`src/rtl/ppu_pkg.sv`:
```
// Shared definitions for the PPU background fetch path: the fetch FSM
// encoding, the fixed memory-map constants and the address helpers.
package ppu_pkg;

  typedef enum logic [2:0] {
    ST_IDLE = 3'd0,
    ST_NT   = 3'd1,
    ST_AT   = 3'd2,
    ST_PTL  = 3'd3,
    ST_PTH  = 3'd4
  } state_t;

  localparam logic [13:0] NT_BASE     = 14'h2000;
  localparam logic [13:0] AT_OFFSET   = 14'h03C0;
  localparam logic [13:0] PT_PLANE_HI = 14'h0008;

  // Nametable byte address for the tile selected by v.
  function automatic logic [13:0] f_nt_addr(input logic [14:0] v);
    return NT_BASE | {2'b00, v[11:0]};
  endfunction

  // Attribute byte address: one byte covers a 4x4 tile block.
  function automatic logic [13:0] f_at_addr(input logic [14:0] v);
    return NT_BASE | AT_OFFSET | {2'b00, v[11:10], 10'd0}
         | {8'd0, v[9:7], 3'd0} | {11'd0, v[4:2]};
  endfunction

  // Low-plane pattern address; the high plane is this value | PT_PLANE_HI.
  function automatic logic [13:0] f_pt_addr(input logic sel, input logic [7:0] nt,
                                            input logic [2:0] fine_y);
    return {1'b0, sel, nt, 1'b0, fine_y};
  endfunction

  // Pick the 2-bit palette field for the 2x2 quadrant the tile sits in.
  function automatic logic [1:0] f_at_bits(input logic [7:0] at_byte, input logic [14:0] v);
    logic [7:0] shifted;
    shifted = at_byte >> {v[6], v[1], 1'b0};
    return shifted[1:0];
  endfunction

endpackage

```
`src/rtl/ppu_vaddr_inc.sv`:
```
// Scroll address increment: coarse X step with horizontal nametable
// toggle, and Y step with fine/coarse carry and vertical nametable toggle.
module ppu_vaddr_inc (
  input  logic [14:0] v,
  input  logic        inc_x,
  input  logic        inc_y,
  output logic [14:0] v_next
);

  // Fields are disjoint, so both steps can be applied in the same pass.
  always_comb begin
    v_next = v;
    if (inc_x) begin
      if (v[4:0] == 5'd31) begin
        v_next[4:0] = 5'd0;
        v_next[10]  = ~v[10];
      end else begin
        v_next[4:0] = v[4:0] + 5'd1;
      end
    end
    if (inc_y) begin
      if (v[14:12] != 3'd7) begin
        v_next[14:12] = v[14:12] + 3'd1;
      end else begin
        v_next[14:12] = 3'd0;
        // Row 29 is the last visible row; rows 30/31 hold attributes and
        // wrap without switching nametables.
        if (v[9:5] == 5'd29) begin
          v_next[9:5] = 5'd0;
          v_next[11]  = ~v[11];
        end else if (v[9:5] == 5'd31) begin
          v_next[9:5] = 5'd0;
        end else begin
          v_next[9:5] = v[9:5] + 5'd1;
        end
      end
    end
  end

endmodule

```
`src/rtl/ppu_bg_fetch.sv`:
```
// Background tile fetcher: walks NT -> AT -> PTL -> PTH for each tile of a
// line, two enabled cycles per access, and presents each finished tile.
module ppu_bg_fetch
  import ppu_pkg::*;
#(
  parameter int TILES_PER_LINE = 32
) (
  input  logic        clk,
  input  logic        rst_n,
  input  logic        en,
  input  logic        start_line,
  input  logic [14:0] v_in,
  input  logic        bg_pat_sel,
  output logic [13:0] vram_addr,
  input  logic [7:0]  vram_rd_data,
  output logic [7:0]  tile_lo,
  output logic [7:0]  tile_hi,
  output logic [1:0]  tile_at,
  output logic        tile_valid,
  output logic [14:0] v_out,
  output logic        busy,
  output logic        line_done
);

  localparam int TW = (TILES_PER_LINE > 1) ? $clog2(TILES_PER_LINE) : 1;
  localparam logic [TW-1:0] LAST_TILE = TW'(TILES_PER_LINE - 1);

  state_t          r_state;
  logic            r_phase;
  logic [TW-1:0]   r_tile;
  logic [14:0]     r_v;
  logic [7:0]      r_nt;
  logic [7:0]      r_at;
  logic [7:0]      r_lo;
  logic [13:0]     r_vram_addr;
  logic [7:0]      r_tile_lo;
  logic [7:0]      r_tile_hi;
  logic [1:0]      r_tile_at;
  logic            r_tile_valid;
  logic            r_busy;
  logic            r_line_done;

  logic            w_last;
  logic [14:0]     w_v_next;

  assign w_last = (r_tile == LAST_TILE);

  // The final tile of a line takes the Y step in place of the X step.
  ppu_vaddr_inc u_vaddr_inc (
    .v      (r_v),
    .inc_x  (~w_last),
    .inc_y  (w_last),
    .v_next (w_v_next)
  );

  // Fetch sequencer; each access presents its address in phase 0 and
  // captures the returned byte at the end of phase 1.
  always_ff @(posedge clk) begin
    if (!rst_n) begin
      r_state      <= ST_IDLE;
      r_phase      <= 1'b0;
      r_tile       <= '0;
      r_v          <= '0;
      r_nt         <= '0;
      r_at         <= '0;
      r_lo         <= '0;
      r_vram_addr  <= '0;
      r_tile_lo    <= '0;
      r_tile_hi    <= '0;
      r_tile_at    <= '0;
      r_tile_valid <= 1'b0;
      r_busy       <= 1'b0;
      r_line_done  <= 1'b0;
    end else begin
      r_tile_valid <= 1'b0;
      r_line_done  <= 1'b0;
      if (en) begin
        // A tile finishing on this edge is delivered even if a restart
        // arrives at the same time.
        if (r_state == ST_PTH && r_phase) begin
          r_tile_lo    <= r_lo;
          r_tile_hi    <= vram_rd_data;
          r_tile_at    <= f_at_bits(r_at, r_v);
          r_tile_valid <= 1'b1;
        end
        if (start_line) begin
          r_v         <= v_in;
          r_state     <= ST_NT;
          r_phase     <= 1'b0;
          r_tile      <= '0;
          r_busy      <= 1'b1;
          r_vram_addr <= f_nt_addr(v_in);
        end else if (r_state != ST_IDLE && !r_phase) begin
          r_phase <= 1'b1;
        end else if (r_phase) begin
          r_phase <= 1'b0;
          case (r_state)
            ST_NT: begin
              r_nt        <= vram_rd_data;
              r_state     <= ST_AT;
              r_vram_addr <= f_at_addr(r_v);
            end
            ST_AT: begin
              r_at        <= vram_rd_data;
              r_state     <= ST_PTL;
              r_vram_addr <= f_pt_addr(bg_pat_sel, r_nt, r_v[14:12]);
            end
            ST_PTL: begin
              r_lo        <= vram_rd_data;
              r_state     <= ST_PTH;
              r_vram_addr <= r_vram_addr | PT_PLANE_HI;
            end
            ST_PTH: begin
              r_v <= w_v_next;
              if (w_last) begin
                r_state     <= ST_IDLE;
                r_tile      <= '0;
                r_busy      <= 1'b0;
                r_line_done <= 1'b1;
              end else begin
                r_state     <= ST_NT;
                r_tile      <= r_tile + 1'b1;
                r_vram_addr <= f_nt_addr(w_v_next);
              end
            end
            default: begin
              r_state <= ST_IDLE;
              r_busy  <= 1'b0;
            end
          endcase
        end
      end
    end
  end

  assign vram_addr  = r_vram_addr;
  assign tile_lo    = r_tile_lo;
  assign tile_hi    = r_tile_hi;
  assign tile_at    = r_tile_at;
  assign tile_valid = r_tile_valid;
  assign v_out      = r_v;
  assign busy       = r_busy;
  assign line_done  = r_line_done;

endmodule

```
`config.mk`:
```
export PLATFORM = sky130hd
export DESIGN_NAME = ppu_bg_fetch
export DESIGN_NICKNAME = d
export VERILOG_FILES = /design/src/rtl/ppu_pkg.sv /design/src/rtl/ppu_vaddr_inc.sv /design/src/rtl/ppu_bg_fetch.sv
export SDC_FILE = /design/constraint.sdc
export NUM_CORES = 1
export LEC_CHECK = 0
export ABC_AREA = 1
export BUFFER_PORTS_ARGS = -buffer_cell sky130_fd_sc_hd__buf_2
export CORE_AREA = 4 4 115 95
export CTS_CLUSTER_DIAMETER = 120
export CTS_CLUSTER_SIZE = 8
export DETAILED_ROUTE_END_ITERATION = 12
export DIE_AREA = 0 0 119 99
export PLACE_DENSITY = 0.67
export SYNTH_ARGS = -nofsm -noshare
export SYNTH_HDL_FRONTEND = slang
export SYNTH_HIERARCHICAL = 1
export SYNTH_SLANG_ARGS = --single-unit
```
`constraint.sdc`:
```
create_clock -name clk -period 1.7 [get_ports clk]
set_input_delay 0.17 -clock clk [delete_from_list [all_inputs] [get_ports clk]]
set_output_delay 0.17 -clock clk [all_outputs]
set_load 0.02 [all_outputs]
```
# ---- After elaboration in Yosys (flattened, before gate mapping)
# Cells that the tools add are included.
dict set report op_classes {
  n_addsub 4
  eq_ne 14
  shifts 1
  n_mux 40
  n_bitwise 10
  reduce_logical 22
}
# operator n
set ops {}
lappend ops {{$mux 15} 4}
lappend ops {{$mux 14} 4}
lappend ops {{$pmux 14 s4} 1}
lappend ops {{$mux 5} 11}
lappend ops {{$reduce_and 5->1} 6}
lappend ops {{$eq 5x5->1 const B} 4}
lappend ops {{$add 5x1->5 const B} 3}
lappend ops {{$or 14x3->14} 1}
lappend ops {{$or 14x6->14} 1}
lappend ops {{$mux 1} 13}
lappend ops {{$mux 3} 4}
lappend ops {{$pmux 3 s4} 1}
lappend ops {{$not 1->1} 8}
lappend ops {{$shr 8x3->2} 1}
lappend ops {{$eq 3x2->1 const B} 2}
lappend ops {{$ne 3x3->1 const B} 2}
lappend ops {{$reduce_and 6->1} 1}
lappend ops {{$reduce_bool 2->1} 3}
lappend ops {{$reduce_or 6->1} 1}
lappend ops {{$reduce_bool 5->1} 1}
lappend ops {{$mux 4} 1}
lappend ops {{$ne 2x2->1 const B} 2}
lappend ops {{$reduce_and 2->1} 2}
lappend ops {{$reduce_and 4->1} 1}
lappend ops {{other kinds (12)} 13}
dict set report word_totals {
  regBits 83
  output_inout_bits 50
  elab_cells 107
}

# ---- Logic depth before layout (Yosys ltp)
dict set report logic_depth {
  depth_word 10
  ltp_mapped 16
}

# ---- Hierarchy
# Netlist, hierarchy kept.
# module n_inst cells_each area_each_um2
set by_module_without_submodules {}
lappend by_module_without_submodules {ppu_bg_fetch 1 548 3817.4}
lappend by_module_without_submodules {ppu_vaddr_inc 1 78 416.6}

# ---- Worst setup path after synthesis
# OpenSTA, ideal clock, no wires.
dict set report synth_path {
  path_kind {flip-flop to flip-flop}
  from {reg r_tile[0]}
  to {reg r_vram_addr[5] (netlist: vram_addr[5])}
  setup_ps 64
  arrival_time_ps 1768
  setup_slack_ps -132
  path_stages_with_launch 14
  path_buffers 0
  cell_sequence {dfxtp_1 -> ha_1 -> nand2_1 -> nor2_1 -> ha_1 -> nand2_4 -> xor2_1 -> nor2_1 -> nand3_1 -> nand2_1 -> nor2_1 -> nor2_1 -> nor2_1 -> nor2_1}
}
dict set report synth_between {
  elab_chain_cells 7
  elab_cells_between_ends 9
  classes_between {2 x eq/ne; 6 x mux; 1 x reduce/logical}
}
# element line_no
set synth_lines {}
lappend synth_lines {{from (decl)} ppu_bg_fetch.sv:30} ;# logic [TW-1:0] r_tile;
lappend synth_lines {{from (signal assigned)} ppu_bg_fetch.sv:122} ;# r_tile <= r_tile + 1'b1;
lappend synth_lines {{$eq 5x5->1} ppu_bg_fetch.sv:46} ;# assign w_last = (r_tile == LAST_TILE);
lappend synth_lines {{net w_last} ppu_bg_fetch.sv:43} ;# logic w_last;
lappend synth_lines {{$mux 5} ppu_vaddr_inc.sv:21} ;# if (inc_y) begin
lappend synth_lines {{net w_v_next[5]} ppu_bg_fetch.sv:44} ;# logic [14:0] w_v_next;
lappend synth_lines {{$mux 14} ppu_bg_fetch.sv:115} ;# if (w_last) begin
lappend synth_lines {{$pmux 14 s4} ppu_bg_fetch.sv:97} ;# case (r_state)
lappend synth_lines {{$mux 14} ppu_bg_fetch.sv:95} ;# end else if (r_phase) begin
lappend synth_lines {{$mux 14} ppu_bg_fetch.sv:93} ;# end else if (r_state != ST_IDLE && !r_phase) begin
lappend synth_lines {{$mux 14} ppu_bg_fetch.sv:86} ;# if (start_line) begin
lappend synth_lines {{to (signal assigned)} ppu_bg_fetch.sv:92} ;# r_vram_addr <= f_nt_addr(v_in);
lappend synth_lines {{to (signal assigned)} ppu_bg_fetch.sv:101} ;# r_vram_addr <= f_at_addr(r_v);
lappend synth_lines {{to (signal assigned)} ppu_bg_fetch.sv:106} ;# r_vram_addr <= f_pt_addr(bg_pat_sel, r_nt, r_v[14:12]);
lappend synth_lines {{to (decl)} ppu_bg_fetch.sv:35} ;# logic [13:0] r_vram_addr;
# The timed path passes the listed nets, and every way through them passes these cells. The select of a mux whose other input is x is not followed.
# A chain may end at the register's enable or synchronous reset.

# ---- Worst setup path in the final report
dict set report layout_path {
  from {reg r_v[5] (netlist: v_out[5])}
  to {reg r_vram_addr[7] (netlist: vram_addr[7])}
}
dict set report layout_between {
  elab_chain_cells 10
  elab_cells_between_ends 12
  classes_between {1 x add/sub; 2 x eq/ne; 9 x mux}
}
# element line_no
set layout_lines {}
lappend layout_lines {{from (decl)} ppu_bg_fetch.sv:31} ;# logic [14:0] r_v;
lappend layout_lines {{from (signal assigned)} ppu_bg_fetch.sv:87} ;# r_v <= v_in;
lappend layout_lines {{from (signal assigned)} ppu_bg_fetch.sv:114} ;# r_v <= w_v_next;
lappend layout_lines {{$add 5x1->5 or $eq 5x5->1 (tied branches)} {ppu_vaddr_inc.sv:34, ppu_vaddr_inc.sv:31}}
lappend layout_lines {{$mux 5} ppu_vaddr_inc.sv:31} ;# end else if (v[9:5] == 5'd31) begin
lappend layout_lines {{$mux 5 *} ppu_vaddr_inc.sv:28} ;# if (v[9:5] == 5'd29) begin
lappend layout_lines {{$mux 5 *} ppu_vaddr_inc.sv:22} ;# if (v[14:12] != 3'd7) begin
lappend layout_lines {{$mux 5 *} ppu_vaddr_inc.sv:21}
lappend layout_lines {{net w_v_next[7]} ppu_bg_fetch.sv:44}
lappend layout_lines {{$mux 14 *} ppu_bg_fetch.sv:115}
lappend layout_lines {{$pmux 14 s4 *} ppu_bg_fetch.sv:97}
lappend layout_lines {{$mux 14 *} ppu_bg_fetch.sv:95}
lappend layout_lines {{$mux 14 *} ppu_bg_fetch.sv:93}
lappend layout_lines {{$mux 14 *} ppu_bg_fetch.sv:86}
# The timed path passes the listed nets; every way through them passes the cells marked *. The select of a mux whose other input is x is not followed.

==> qor.txt <==
Via count of the first global-routing pass = 4,196
Failing checks = setup timing
CP startpoint kind = flop
Synth Area in Simple Gates = 0.3330
Worst path slowest cell = dfxtp_4
Highest clock rate = 546.5 MHz
Worst-Margin Slew = 528.1 ps
Slowest stage delay, CP = 380 ps
Critical path class = flop to flop
Combinational family with the most area after synthesis = simple AND/OR/NAND/NOR gates
Library cells used by synthesis = 36
Worst VDD drop = 0.0004980 V
Worst-path cell chain = ha_2 > inv_1 > nor2_2 > ha_2 > nor2_1 > nor2_2 > buf_4 > nor2_2 > nand2_1 > nand3_1 > nand2_1 > nand3_1 > nand2_1 > inv_1
Largest net degree at the start of global routing = 56
Post-Syn Area = 0.004234 mm2
Ant. Diodes = 0
Launch point of the worst hold path = en
Share of post-route cells with drive strength above 1 = 0.3203
GPL Wtd Cong = 0.9122
GR Overflow Total = 0
Final setup fails = 19
Initial Util = 0.4388
Area grow syn2layout = 33.27%
ANT nets after route = 0
Nets = 773
Via density = 5.079
PortBufs = 77
Final Instance Area = 0.005643 mm2
Internal Power = 3.557 mW
Die area = 0.01178 mm2
Ys async rst share = 0
CTS sink cnt = 83
Core box area = 0.009649 mm2
Mapped Nets = 664
RSZ-0062 raised after global routing = true
Bufs on Longest Clock Path = 2
Gr usage total = 0.2168
Crit path max-delay family = simple AND/OR/NAND/NOR gates
Power per Cell Area = 864.3 mW/mm2
Gate power share = 0.129
Post-synth EDFFs = 0
Post-Route WL = 12,900 um
Main flop type after synthesis = dfxtp_1
Placed inst area = 0.004981 mm2
Final min period = 1830 ps
H-tree Lvls = 3
Drt initial violations = 344
Sw Ratio = 0.2707
Sequential area share after synthesis = 0.3924
CTS Hold Bufs = 0
Initial antenna violation count = 0
Gate Count Post-Synth = 626
Worst Hold Class = input pin to flop
Fillers = 921
Pwr Total = 4.877 mW
Clk pin slew, worst setup/hold paths = 70 ps
Crit path required time = 1940 ps
Drt pass-1 iters = 5
Setup TNS = -1367 ps
Fin crit share = 1.076
Crit path DAT = 2070 ps
Crit path launch = v_out[5]$_SDFFE_PN0P_
NetSw = 1.320 mW
# rows = 32
Buf/Inv on CP = 3
Mux contribution to synthesized area = 0.005319
Leak = 2.703 nW
Syn_area_per_cell = 6.764 um2
Outcome = complete, but fails checks
Final Hold Violating Endpoints = 0
Slew HR = 0.6479
RR Startpoint = v_out[5]$_SDFFE_PN0P_
Synth Register Bits = 83
Post-synthesis adder-cell area fraction = 0.02955
Post-detail-place hpwl = 9182 um
Layout Skew = 10.79 ps
Synth Area in Compound Gates = 0.1448
Reg power frac = 0.421
WL/cell = 14.72 um
Remaining DRCs = 0
Slew Viols, Final = 0
Clock share of power = 0.451
Global-route wire length before repair = 20,760 um
Ys Warns = 6
CP endpoint kind = flop
Total CTS buffers = 9
CTS tree = built
Clk Latency, worst-skew pair = 350 ps
Worst Slack Setup Final = -129.7 ps
DIE HEIGHT = 99 um
Max_cap viols = 0
Routed vias = 4,449
CTS Root Cell = clkbuf_16
Xor and xnor area share after synthesis = 0.006206
Die W = 119 um
CP max FO = 5
I/O pins = 78
[metal layers]
layer	global-route usage	routed length, um	up-vias
met5	0	0	-
met2	0.3478	6150	104
met1	0.2928	5982	2094
met4	0.06857	201	0
met3	0.04475	562	20
li1	-	-	2231
[metrics by stage]
| stage | std cells | hold slack (ps) | util | setup WS (ps) |
|---|---|---|---|---|
| floorplan | 626 | 264.2 | - | 7.924 |
| global placement | 856 | 394.3 | 0.5162 | -178.8 |
| detailed placement | 856 | 400.3 | 0.5162 | -219.9 |
| CTS | 874 | 37.59 | 0.5606 | -107.5 |
| global route | 876 | 58.29 | 0.5848 | -246.6 |
| finish | 876 | 43.05 | 0.5848 | -129.7 |
[flip-flops by register name (all words and copies together) (netlist names), 2 cells and up]
signal / cells
v_out: 15
vram_addr: 14
r_at: 8
r_lo: 8
r_nt: 8
tile_hi: 8
tile_lo: 8
r_tile: 5
r_state: 3
tile_at: 2
[final cells by class]
| class | instances | area [um2] | area share |
|---|---|---|---|
| Timing Repair Buffer | 124 | 765.7 | 0.1357 |
| Inverter | 53 | 226.5 | 0.04013 |
| Clock buffer | 9 | 225.2 | 0.03991 |
| Clock inverter | 7 | 108.9 | 0.01929 |
| Multi-Input combinational cell | 464 | 2471 | 0.4379 |
| Tap cell | 136 | 170.2 | 0.03016 |
| Sequential cell | 83 | 1675 | 0.2969 |
[synth_stat cells, types with 3 or more instances]
| master | instances | share of area |
|---|---|---|
| o211a_1 | 6 | 0.014 |
| nor2_2 | 4 | 0.0059 |
| o21ai_0 | 58 | 0.069 |
| nor2_1 | 106 | 0.094 |
| dfxtp_1 | 83 | 0.39 |
| inv_2 | 7 | 0.0062 |
| buf_2 | 7 | 0.0083 |
| ha_1 | 10 | 0.030 |
| nand2_1 | 171 | 0.15 |
| nand2_4 | 4 | 0.011 |
| buf_6 | 6 | 0.016 |
| a31oi_1 | 4 | 0.0059 |
| nand4_1 | 9 | 0.013 |
| inv_1 | 43 | 0.038 |
| a21oi_1 | 40 | 0.047 |
| clkbuf_1 | 11 | 0.0098 |
| nand3_1 | 31 | 0.037 |
| nand3_2 | 3 | 0.0071 |
[worst reg2reg max path: cells and delay by family, from the launching register on]
family / cells / cell delay (ps)
simple gates: 9 / 730
buf+inv: 3 / 210
flops: 1 / 380
fa+ha+maj: 2 / 380
[power groups by stage]
stage	Combinational, mW	Clock, mW	Sequential, mW
global placement	0.572	0	2.09
CTS	0.595	2.23	2.05
floorplan	0.272	0	2.16
global route	0.691	2.33	2.06
detailed placement	0.580	0	2.09
finish	0.629	2.20	2.05
[logic make-up (layout without fill, tap and decap cells)]
| kind of cell | count (synthesis) | after routing |
|---|---|---|
| compound gates | 113 | 113 |
| xor+xnor | 3 | 3 |
| fa+ha+maj | 10 | 10 |
| buf+inv | 79 | 193 |
| flops | 83 | 83 |
| mux | 2 | 2 |
| simple gates | 336 | 336 |
[cells in the final DEF, fill, tap and decap left out, types with 2 or more instances in the layout]
master / synthesis / final
nand2_1: 171 / 152
nor2_1: 106 / 92
buf_2: 7 / 77
dfxtp_1: 83 / 74
o21ai_0: 58 / 45
buf_4: 1 / 42
inv_1: 43 / 39
a21oi_1: 40 / 38
nand3_1: 31 / 22
nand2_2: 2 / 17
nor2_2: 4 / 13
nand3_2: 3 / 12
o21ai_1: 1 / 11
nand4_1: 9 / 9
clkbuf_16: 0 / 9
inv_2: 7 / 8
dfxtp_2: 0 / 8
nor2_4: 2 / 7
nand2_4: 4 / 6
o211a_1: 6 / 6
a31oi_1: 4 / 4
o21ai_2: 1 / 4
ha_4: 0 / 4
buf_6: 6 / 4
inv_6: 2 / 3
a21oi_2: 1 / 3
ha_1: 10 / 3
ha_2: 0 / 3
xor2_1: 2 / 2
bufinv_16: 0 / 2
clkinv_4: 0 / 2
inv_8: 0 / 2
mux2_2: 2 / 2
inv_4: 0 / 2
nand2_8: 0 / 2
[repair_timing]
action                     CTS  global route
buffers inserted             2             3
setup endpoints to repair   28            31
gates resized for setup     34            65
pin swaps                   25            51
[final timing paths]
check                                            endpoint  slack (ps)  cells after the start
worst max-delay path            vram_addr[7]$_SDFFE_PN0P_        -130                     14
worst min register to register    tile_hi[1]$_SDFFE_PN0P_         460                      2
worst max register to register  vram_addr[7]$_SDFFE_PN0P_        -130                     14
worst min-delay path                 r_phase$_SDFFE_PN0P_          40                      2
(Power assumes the default switching activity.)
